--- src/rtl/osc_result_framer_pkg.sv ---
// osc_result_framer_pkg: shared ASCII constants, framer state type and frame-length helper
package osc_result_framer_pkg;
  typedef enum logic {IDLE, EMIT} state_t;
  localparam logic [7:0] ASCII_0 = 8'h30;
  localparam logic [7:0] ASCII_A = 8'h41;
  localparam logic [7:0] COLON   = 8'h3A;
  localparam logic [7:0] SPACE   = 8'h20;
  localparam logic [7:0] CR      = 8'h0D;
  localparam logic [7:0] LF      = 8'h0A;
  localparam logic [7:0] CHR_H   = 8'h48;
  localparam logic [7:0] CHR_R   = 8'h52;
  function automatic int frame_len(input int num_ch, input int cnt_w, input int seq_w);
    return seq_w / 4 + 1 + num_ch * (cnt_w / 4 + 1) + 3;
  endfunction
endpackage

--- src/rtl/osc_result_framer_hex.sv ---
// osc_hex_nibble: 4-bit value to uppercase ASCII hex digit (nib_i in, chr_o out)
module osc_hex_nibble
  import osc_result_framer_pkg::*;
(
  input  logic [3:0] nib_i,
  output logic [7:0] chr_o
);
  assign chr_o = (nib_i < 4'd10) ? ASCII_0 + {4'h0, nib_i} : ASCII_A + {4'h0, nib_i} - 8'd10;
endmodule

--- src/rtl/osc_result_framer.sv ---
// osc_result_framer: formats one latched oscillator sample as an ASCII line and streams it bytewise.
//   ref_clk/rstn: clock, async active-low reset
//   smpl_valid_i/smpl_data_i/smpl_halt_i/smpl_ready_o: sample strobe input side
//   byte_valid_o/byte_data_o/byte_ready_i: byte stream to the UART
//   frame_busy_o: line in progress; drop_cnt_o: saturating count of strobes lost while busy
module osc_result_framer
  import osc_result_framer_pkg::*;
#(
  parameter int NUM_CH = 2,
  parameter int CNT_W  = 32,
  parameter int SEQ_W  = 8,
  parameter int DROP_W = 8
) (
  input  logic                    ref_clk,
  input  logic                    rstn,
  input  logic                    smpl_valid_i,
  input  logic [NUM_CH*CNT_W-1:0] smpl_data_i,
  input  logic                    smpl_halt_i,
  output logic                    smpl_ready_o,
  output logic                    byte_valid_o,
  output logic [7:0]              byte_data_o,
  input  logic                    byte_ready_i,
  output logic                    frame_busy_o,
  output logic [DROP_W-1:0]       drop_cnt_o
);
  localparam int SN    = SEQ_W / 4;
  localparam int CN    = CNT_W / 4;
  localparam int LEN   = frame_len(NUM_CH, CNT_W, SEQ_W);
  localparam int IDX_W = $clog2(LEN + 1);
  state_t                  state_q, state_d;
  logic [IDX_W-1:0]        idx_q, idx_d;
  logic [SEQ_W-1:0]        seq_q, sh_seq_q;
  logic [NUM_CH*CNT_W-1:0] sh_data_q;
  logic                    sh_halt_q;
  logic [DROP_W-1:0]       drop_q;
  logic                    accept, last;
  logic [3:0]              nib;
  logic                    is_hex;
  logic [7:0]              chr, hex_chr;
  assign frame_busy_o = state_q != IDLE;
  assign smpl_ready_o = !frame_busy_o;
  assign byte_valid_o = frame_busy_o;
  assign accept       = smpl_valid_i && smpl_ready_o;
  assign last         = idx_q == IDX_W'(LEN - 1);
  assign drop_cnt_o   = drop_q;
  assign byte_data_o  = byte_valid_o ? (is_hex ? hex_chr : chr) : 8'h00;
  osc_hex_nibble u_hex (.nib_i(nib), .chr_o(hex_chr));
  always_comb begin
    state_d = state_q;
    idx_d   = idx_q;
    if (state_q == IDLE && smpl_valid_i) begin
      state_d = EMIT;
      idx_d   = '0;
    end else if (state_q == EMIT && byte_ready_i) begin
      state_d = last ? IDLE : EMIT;
      idx_d   = last ? '0 : idx_q + IDX_W'(1);
    end
  end
  // Field decoder: byte index -> either a hex nibble of seq/channel or a fixed character.
  always_comb begin
    int i, b;
    i      = 32'(idx_q);
    b      = 0;
    nib    = '0;
    is_hex = 1'b0;
    chr    = 8'h00;
    if (i < SN) begin
      is_hex = 1'b1;
      nib    = sh_seq_q[(SN-1-i)*4 +: 4];
    end
    if (i == SN) chr = COLON;
    for (int c = 0; c < NUM_CH; c++) begin
      b = SN + 1 + c * (CN + 1);
      if (i >= b && i < b + CN) begin
        is_hex = 1'b1;
        nib    = sh_data_q[c*CNT_W + (CN-1-(i-b))*4 +: 4];
      end
      if (i == b + CN) chr = SPACE;
    end
    if (i == LEN - 3) chr = sh_halt_q ? CHR_H : CHR_R;
    if (i == LEN - 2) chr = CR;
    if (i == LEN - 1) chr = LF;
  end
  always_ff @(posedge ref_clk or negedge rstn) begin
    if (!rstn) begin
      state_q   <= IDLE;
      idx_q     <= '0;
      seq_q     <= '0;
      sh_seq_q  <= '0;
      sh_data_q <= '0;
      sh_halt_q <= 1'b0;
      drop_q    <= '0;
    end else begin
      state_q <= state_d;
      idx_q   <= idx_d;
      if (accept) begin
        sh_seq_q  <= seq_q;
        sh_data_q <= smpl_data_i;
        sh_halt_q <= smpl_halt_i;
        seq_q     <= seq_q + SEQ_W'(1);
      end
      if (smpl_valid_i && !smpl_ready_o && drop_q != '1) drop_q <= drop_q + DROP_W'(1);
    end
  end
endmodule

--- config.mk ---
export PLATFORM = sky130hd
export DESIGN_NAME = osc_result_framer
export DESIGN_NICKNAME = d
export VERILOG_FILES = /design/src/rtl/osc_result_framer_pkg.sv /design/src/rtl/osc_result_framer_hex.sv /design/src/rtl/osc_result_framer.sv
export SDC_FILE = /design/constraint.sdc
export NUM_CORES = 1
export LEC_CHECK = 0
export CORE_MARGIN = 2
export CORE_UTILIZATION = 60
export CTS_BUF_LIST = sky130_fd_sc_hd__clkbuf_4
export DETAILED_ROUTE_END_ITERATION = 7
export PLACE_DENSITY = 0.95
export SLEW_MARGIN = 15
export SYNTH_ARGS = -nofsm -noshare
export SYNTH_HDL_FRONTEND = slang
export SYNTH_SLANG_ARGS = --single-unit
--- constraint.sdc ---
create_clock -name ref_clk -period 9.45 [get_ports ref_clk]
set_clock_uncertainty 0.15 [all_clocks]
set_input_delay 0.945 -clock ref_clk [delete_from_list [all_inputs] [get_ports ref_clk]]
set_output_delay 0.945 -clock ref_clk [all_outputs]
set_load 0.01 [all_outputs]
=== Word level (Yosys, flattened, before mapping) ===
Cells that the tools add are included.

* Input bits: 69
* Bits in registers: 95
* Output and inout port bits: 19

* Bitwise gates (word level): 1
* Magnitude comparators: 6
* Shifts and indexed selects: 3
* Multiplexer cells: 22
* Eq/ne operators: 8
* Reductions and logical operators: 9
* $add $sub $neg: 12

{| class="wikitable"
|+ Operator list
! operator !! count
|-
| two-way mux 8 bit || 8
|-
| indexed part select 64 x 10 -> 4 bit || 1
|-
| indexed part select 64 x 9 -> 4 bit || 1
|-
| == test 5 bit, second input constant || 6
|-
| two-way mux 5 bit || 4
|-
| adder 8 x 1 -> 8 bit, second input constant || 2
|-
| subtractor 4 x 6 -> 7 bit, first input constant || 2
|-
| two-way mux 4 bit || 3
|-
| adder 7 x 9 -> 10 bit, first input constant || 1
|-
| adder 7 x 4 -> 8 bit, first input constant || 1
|-
| inequality test 8 bit, second input constant || 1
|-
| indexed part select 8 x 8 -> 4 bit || 1
|-
| subtractor 8 x 4 -> 8 bit, second input constant || 1
|-
| adder 6 x 4 -> 7 bit, first input constant || 1
|-
| logical AND 1 bit || 7
|-
| two-way mux 1 bit || 6
|-
| two-way mux 6 bit || 1
|-
| subtractor 1 x 5 -> 6 bit, first input constant || 1
|-
| subtractor 5 x 2 -> 6 bit, second input constant || 1
|-
| subtractor 5 x 4 -> 6 bit, second input constant || 1
|-
| adder 5 x 1 -> 5 bit, second input constant || 1
|-
| == test 5 x 3 -> 1 bit, second input constant || 1
|-
| >= comparator 5 x 2 -> 1 bit, second input constant || 1
|-
| >= comparator 5 x 4 -> 1 bit, second input constant || 1
|-
| other kinds (7) || 7
|}

=== Longest topological paths before layout ===
Gate-level depths: netlist of run 1.

* Depth after elaboration: 10
* Mapped depth: 16
* Gate-level depth less buffers: 14

=== Modules after synthesis ===
From an unflattened synthesis of run 1, not the netlist that was laid out.

* Cell total of the unflattened synthesis: 433
* Area, all modules: 5500.3 um2

{| class="wikitable"
|+ Modules (own cells, without submodules)
! module !! times used !! area an instance (um2) !! sequential area each (um2) !! cells an instance
|-
| osc_result_framer || 1 || 5395.2 || 2377.3 || 417
|-
| osc_hex_nibble || 1 || 105.1 || 0.0 || 16
|}

=== Worst setup path before layout of run 1 ===
Ideal clock, no wire load.

* Path kind: reg2out
* From: register idx_q[2]
* To: output byte_data_o[2]
* Setup slack: 4747 ps
* Data arrival time: 3608 ps
* Required time: 8355 ps
* Cell stages (with the launch flop): 17
* Buffers on the path: 2
* Path through: dfrtp_1 -> buf_6 -> buf_2 -> inv_1 -> ha_1 -> a21oi_2 -> xnor2_4 -> ha_1 -> xor2_1 -> mux2i_1 -> nand3b_1 -> o21ai_0 -> o21ai_0 -> ha_1 -> inv_1 -> or4b_1 -> a31oi_1

* Longest elaborated chain between the ends: 10

{| class="wikitable"
|+ RTL lines
! item !! RTL line !! text
|-
| from (decl) || osc_result_framer.sv:31 || <nowiki>logic [IDX_W-1:0] idx_q, idx_d;</nowiki>
|-
| from (signal assigned) || osc_result_framer.sv:95 || <nowiki>idx_q <= idx_d;</nowiki>
|-
| subtractor 5 x 4 -> 6 bit, or another cell as far along || osc_result_framer.sv:76 || <nowiki>nib = sh_data_q[c*CNT_W + (CN-1-(i-b))*4 +: 4];</nowiki>
|-
| subtractor 4 x 6 -> 7 bit or indexed part select 8 x 8 -> 4 bit (tied branches) || osc_result_framer.sv:76, osc_result_framer.sv:69 ||
|-
| adder 7 x 9 -> 10 bit, or another cell as far along || osc_result_framer.sv:76 ||
|-
| indexed part select 64 x 10 -> 4 bit or two-way mux 4 bit (tied branches) || osc_result_framer.sv:76, osc_result_framer.sv:74 ||
|-
| two-way mux 4 bit || osc_result_framer.sv:74 || <nowiki>if (i >= b && i < b + CN) begin</nowiki>
|-
| adder 7 x 4 -> 8 bit || osc_result_framer_hex.sv:8 || <nowiki>assign chr_o = (nib_i < 4'd10) ? ASCII_0 + {4'h0, nib_i} : ASCII_A + {4'h0, nib_i} - 8'd10;</nowiki>
|-
| subtractor 8 x 4 -> 8 bit || osc_result_framer_hex.sv:8 ||
|-
| two-way mux 8 bit || osc_result_framer_hex.sv:8 ||
|-
| two-way mux 8 bit * (2 in a row) || osc_result_framer.sv:46 || <nowiki>assign byte_data_o = byte_valid_o ? (is_hex ? hex_chr : chr) : 8'h00;</nowiki>
|-
| to (decl) || osc_result_framer.sv:21 || <nowiki>output logic [7:0] byte_data_o,</nowiki>
|}

Every way passes the cells marked *; elsewhere a longest branch is shown, timed or not.

=== Worst setup path after layout of run 1 ===
Same ends and word-level chain as after synthesis.

==> metrics.txt, run 1 <==
Boundary Pins 88; fin worst setup slack 3020 ps; worst setup path class flop to output port; most used cell, CP ha_1; die width 99.9 um; Total GRT Usage 0.271; crit path launch idx_q[2]$_DFFE_PN0P_; Crit. path cell count 15; H-tree depth 3; Layout area overhead 17.9%; reg2reg end seq_q[5]$_DFFE_PN0P_; Required @ worst endpoint 8360 ps; reg2reg start byte_valid_o$_DFFE_PN0P_; vias per std cell 6.25; Comb pwr share 0.508; Setup Slack @ Placement 3580 ps; ys async rst share 1.00; core area 8810 sq um; Most used DFF post-synth dfrtp_1; Final nets 580; largest net degree at the start of global routing 81; P_leak 2.65 nW; Crit Path Max Fanout 22; Worst-Skew Late Latency 440 ps; post-cts sizing count 0; Clock transition at path regs 150 ps; post-synth cell types 54; Mapped Avg Cell Area 13.1 sq um; total iterations of the first detailed-routing run 4; TritonCTS Buffers 9; initial antenna violation count 0; buffers and inverters on the worst path 3; R2R cell count 5; HP Class input port to asynchronous set/reset pin; EDFF count, synth 0; Post-Synthesis Cells 421; switching portion of total power 0.382; drt wl/cell 20.4 um; max incr delay on CP 960 ps; CP delay by family, top compound AO/OA/AOI/OAI gates; RSZ-0062 raised after global routing false; TNS Setup 0 ps; Setup-failing EPs final 0; vias in the first global route 3949; Warnings, synthesis 0; full die area 9980 sq um; grt ovf 0; crit end category output port; Post-route DRC 0; area leader, netlist dfrtp_1; CP startpoint kind flop; Initial Util 0.627; outcome complete, no violations; Syn Std Cell Area 5520 sq um; Switching Power 0.720 mW; die height 99.9 um; end of the critical path byte_data_o[2]; routed wire length 12500 um; synth top area cells dfrtp_1 43%, mux2_2 17%, mux4_2 7.8%; final cycle utilization of the critical path 0.680; crit-path cells inv_1 -> ha_1 -> a21oi_2 -> xnor2_4 -> ha_1 -> xor2_1 -> mux2i_1 -> nand3b_1 -> o21ai_0 -> o21ai_0 -> ha_1 -> inv_1 -> or4b_1 -> a31oi_1 -> clkdlybuf4s50_1; Slew Limit Headroom 0.344; PD cells 289 nW/um^2; dpl hpwl 9060 um; syn_nets 505; Vias 3807; fraction of layout cells with a size suffix above 1 0.265; post-route ant nets 0; initial DRC count 253; Worst EP arrival 5330 ps; R2R setup slack 7050 ps; Pint 1.16 mW; final hold violation count 0; Peak Freq 156 MHz; clk buf depth 2; #FFs+latches synth 95; Rows 34; hold buffer count at cts 0; fin crit period 6430 ps; sequential power share 0.376; measured slew at the worst slew-check pin 984 ps; worst-path cell with the longest stage delay dfrtp_1; top cell type's share of synthesized area 0.431; first-pass GRT wire length 20700 um; peak supply drop 0.000153 V; n_diodes 0; Root Driver clkbuf_4; IO buf count 86; register area share after synthesis 0.431; CTS tree done; Clock Power Share 0.116; postcts setup bufs 0; maxcap violations 0; Pins Over Slew Limit 0; global placer's final weighted congestion 0.879; Sink Count 95
power groups by stage:
stage	Clock (mW)	Sequential (mW)	Combinational, mW
2_1_floorplan	0	0.646	0.722
3_3_place_gp	0	0.696	0.917
3_5_place_dp	0	0.713	0.951
4_1_cts	0.223	0.705	0.958
5_1_grt	0.242	0.729	1.04
6_report	0.219	0.708	0.956
sequential cells by signal, indices dropped and copies added (netlist names):
register      count
byte_valid_o      1
drop_cnt_o        8
idx_q             5
seq_q             8
sh_data_q        64
sh_halt_q         1
sh_seq_q          8
metrics by stage:
| step | hold slack, ps | utilization | total power [mW] | area [sq um] | instances |
|---|---|---|---|---|---|
| floorplan | 290 | - | 1.37 | 5520 | 421 |
| global placement | 308 | 0.723 | 1.61 | 6370 | 593 |
| detailed placement | 311 | 0.723 | 1.66 | 6370 | 593 |
| CTS | 172 | 0.739 | 1.89 | 6510 | 609 |
| global route | 165 | 0.739 | 2.01 | 6510 | 609 |
| finish | 185 | 0.739 | 1.88 | 6510 | 609 |
metal layers:
layer	vias up	track usage	wire length [um]
li1	1730	-	-
met1	1916	0.356	5060
met2	134	0.461	6500
met3	27	0.0411	549
met4	0	0.101	334
met5	-	0	0
worst reg2reg max path: cells and delay by family, from the launching register on:
kind	cells	cell delay, ps
simple gates	3	670
buf+inv	1	730
xor+xnor	1	210
flops	1	560
area by class of cell:
type / count / area (sq um)
flip-flops and latches: 95 / 2380
clock buffers: 9 / 67.6
clock inverters: 7 / 71.3
repair buffers: 90 / 888
fillers: 580 / 2300
well taps: 108 / 135
inverters: 11 / 41.3
multi-input cells: 289 / 2930
kinds of logic (layout without fill, tap and decap cells):
group	Yosys count	in the layout	share of synthesized area
xor+xnor	19	19	0.0336
fa+ha+maj	15	15	0.0340
other cells	1	1	0.000679
simple gates	70	70	0.0671
mux	125	125	0.321
flops	95	95	0.431
compound gates	59	59	0.0725
buf+inv	37	117	0.0406
cell usage in the layout, fill, tap and decap left out, types with 3 or more instances in the layout:
cell,count
nand4_1,7
mux4_2,19
buf_4,5
mux4_1,11
a21o_1,3
dfrtp_1,94
and3_1,5
o21a_1,3
xnor2_1,14
a31o_2,3
mux2_2,82
a21oi_1,9
nand3_1,7
clkdlybuf4s50_1,85
a211oi_1,6
inv_1,11
ha_1,15
xor2_1,4
nor2_1,5
nand2_1,24
o21ai_1,3
o21ai_0,15
mux2i_1,13
nand2b_1,3
nor3_1,4
a31oi_1,4
clkbuf_4,9
cell usage after synthesis (5+ instances only):
cell       n
a211oi_1   6
nor2_1     5
a21oi_1    9
xnor2_1   14
o21ai_0   15
clkbuf_1  11
mux4_2    19
ha_1      15
buf_6      5
mux2i_1   13
nand4_1    7
dfrtp_1   95
and3_1     5
mux2_2    82
nand3_1    7
inv_1     11
mux4_1    11
nand2_1   24
worst min-delay path by stage:
stage	startpoint	end	slack, ps	depth (start not counted)
final	rstn	sh_data_q[3]$_DFFE_PN0P_	190	1
after global placement	seq_q[7]$_DFFE_PN0P_	seq_q[7]$_DFFE_PN0P_	310	1
after detailed placement	seq_q[7]$_DFFE_PN0P_	seq_q[7]$_DFFE_PN0P_	310	1
after global routing	rstn	sh_data_q[3]$_DFFE_PN0P_	160	1
after CTS	rstn	sh_data_q[3]$_DFFE_PN0P_	170	1
after floorplan	seq_q[7]$_DFFE_PN0P_	seq_q[7]$_DFFE_PN0P_	290	1
Note: power is estimated with default switching activity, not from simulation.
==> run 2: changes to the inputs <==
--- a/config.mk
+++ b/config.mk
@@ -6,10 +6,10 @@
 export NUM_CORES = 1
 export LEC_CHECK = 0
 export CORE_MARGIN = 2
-export CORE_UTILIZATION = 60
+export CORE_UTILIZATION = 51
 export CTS_BUF_LIST = sky130_fd_sc_hd__clkbuf_4
 export DETAILED_ROUTE_END_ITERATION = 7
-export PLACE_DENSITY = 0.95
+export PLACE_DENSITY = 0.88
 export SLEW_MARGIN = 15
 export SYNTH_ARGS = -nofsm -noshare
 export SYNTH_HDL_FRONTEND = slang
==> constraint.sdc (replaced) <==
create_clock -name ref_clk -period 5.6 [get_ports ref_clk]
set_clock_uncertainty 0.15 [all_clocks]
set_input_delay 0.56 -clock ref_clk [delete_from_list [all_inputs] [get_ports ref_clk]]
set_output_delay 0.56 -clock ref_clk [all_outputs]
set_load 0.01 [all_outputs]
==> run 2 against run 1 <==
Against the previous run:
- total power up 69%
- core utilization decreased by 11 points
- wire length decreased by 5.1%
- worst setup slack worse by 2600 ps
- largest cell class unchanged
==> metrics.txt, run 2 (synthesis results as in run 1) <==
peak supply drop 0.000227 V; end of the critical path byte_data_o[2]; reg2reg start byte_valid_o$_DFFE_PN0P_; n_diodes 0; Setup-failing EPs final 0; fraction of layout cells with a size suffix above 1 0.274; buffers and inverters on the worst path 2; Worst-Skew Late Latency 440 ps; CP delay by family, top compound AO/OA/AOI/OAI gates; Clock transition at path regs 150 ps; H-tree depth 3; worst setup path class flop to output port; fin worst setup slack 377 ps; Crit Path Max Fanout 10; initial antenna violation count 0; max incr delay on CP 570 ps; final hold violation count 0; worst-path cell with the longest stage delay clkdlybuf4s50_1; Pins Over Slew Limit 0; TNS Setup 0 ps; PD cells 483 nW/um^2; dpl hpwl 8900 um; TritonCTS Buffers 9; P_leak 2.66 nW; Total GRT Usage 0.220; RSZ-0062 raised after global routing false; maxcap violations 0; Crit. path cell count 14; commonest non-fill, non-tap cell in the layout dfrtp_1; crit path launch idx_q[1]$_DFFE_PN0P_; routed wire length 11800 um; crit-path cells ha_1 -> a21oi_2 -> xnor2_4 -> ha_1 -> xor2_1 -> mux2i_1 -> nand3_1 -> o221ai_1 -> o21ai_2 -> ha_1 -> inv_1 -> or4b_1 -> a31oi_1 -> clkdlybuf4s50_1; post-route ant nets 0; Layout fillers 816; Largest Register sh_data_q; clk buf depth 2; measured slew at the worst slew-check pin 987 ps; reg2reg end idx_q[2]$_DFFE_PN0P_; Boundary Pins 88; outcome complete, no violations; Peak Freq 191 MHz; IO buf count 86; Setup Slack @ Placement 665 ps; R2R setup slack 3190 ps; Slew Limit Headroom 0.342; HP Class flop to flop; Final nets 583; global placer's final weighted congestion 0.914; drt wl/cell 18.5 um; fin crit period 5220 ps; die height 108 um; Sink Count 95; Required @ worst endpoint 4890 ps; R2R cell count 5; initial DRC count 278; core area 10400 sq um; Rows 37; most used cell, CP ha_1; Layout area overhead 19.0%; max FFs per register 64; Initial Util 0.530; total iterations of the first detailed-routing run 4; CP startpoint kind flop; Worst EP arrival 4510 ps; Root Driver clkbuf_4; commonest non-fill, non-tap cells in the layout 93 x dfrtp_1, 85 x clkdlybuf4s50_1, 82 x mux2_2; largest net degree at the start of global routing 81; vias per std cell 5.93; full die area 11700 sq um; crit end category output port; first-pass GRT wire length 20000 um; Vias 3790; CTS tree done; Post-route DRC 0; vias in the first global route 3970; final cycle utilization of the critical path 0.933; grt ovf 0; die width 108 um
==> run 2: through the flow <==
stage / instances / power [mW] / utilization / hold slack, ps / area [sq um]
global placement: 622 / 2.71 / 0.615 / 310 / 6410
detailed placement: 622 / 2.80 / 0.615 / 318 / 6410
finish: 639 / 3.17 / 0.631 / 336 / 6570
CTS: 638 / 3.16 / 0.629 / 336 / 6560
floorplan: 421 / 2.31 / - / 114 / 5520
global route: 639 / 3.40 / 0.631 / 375 / 6570
==> run 2: worst min path at each step <==
stage                          endpoint  slack [ps]  cells past startpoint                  from
2_1_floorplan  byte_valid_o$_DFFE_PN0P_         110                      0                  rstn
3_3_place_gp       seq_q[7]$_DFFE_PN0P_         310                      1  seq_q[7]$_DFFE_PN0P_
3_5_place_dp       seq_q[7]$_DFFE_PN0P_         320                      1  seq_q[7]$_DFFE_PN0P_
4_1_cts            seq_q[7]$_DFFE_PN0P_         340                      1  seq_q[7]$_DFFE_PN0P_
5_1_grt            seq_q[7]$_DFFE_PN0P_         370                      1  seq_q[7]$_DFFE_PN0P_
6_report           seq_q[7]$_DFFE_PN0P_         340                      1  seq_q[7]$_DFFE_PN0P_
==> run 2: cell type report <==
type                       instances  area, sq um  area share
clock buffer                      10         75.1      0.0114
clock inverter                     5         58.8     0.00895
inverter                          11         41.3     0.00628
multi-input combinational        289         2930       0.446
sequential                        95         2380       0.362
tap                              136          170      0.0259
timing repair buffer              93          913       0.139
==> run 2: per-layer routing <==
metal / global-route usage / wire, um / vias up
met5: 0 / 0 / -
li1: - / - / 1738
met3: 0.0464 / 628 / 21
met4: 0.0733 / 214 / 0
met1: 0.299 / 5250 / 1899
met2: 0.354 / 5720 / 132
==> run 2: timing repair <==
| item | 4_1_cts | 5_1_grt |
|---|---|---|
| resized for setup | 0 | 4 |
| hold buffers | 1 | 0 |
| setup endpoints to repair | 0 | 1 |
| setup buffers | 0 | 1 |
| endpoints found under the hold margin | 38 | 0 |
==> run 2: power by group <==
part           total (mW)  internal [mW]  leakage, nW  switching [mW]
logic                1.63          0.910         1.44           0.725
clock network       0.369          0.140       0.0705           0.229
registers            1.17          0.928         1.15           0.241
==> run 3: changes to the inputs <==
--- a/config.mk
+++ b/config.mk
@@ -5,6 +5,7 @@
 export SDC_FILE = /design/constraint.sdc
 export NUM_CORES = 1
 export LEC_CHECK = 0
+export CAP_MARGIN = 20
 export CORE_MARGIN = 2
 export CORE_UTILIZATION = 51
 export CTS_BUF_LIST = sky130_fd_sc_hd__clkbuf_4
==> results of run 3 <==
No change in the layout: final DEF, timing and power equal those of run 2.
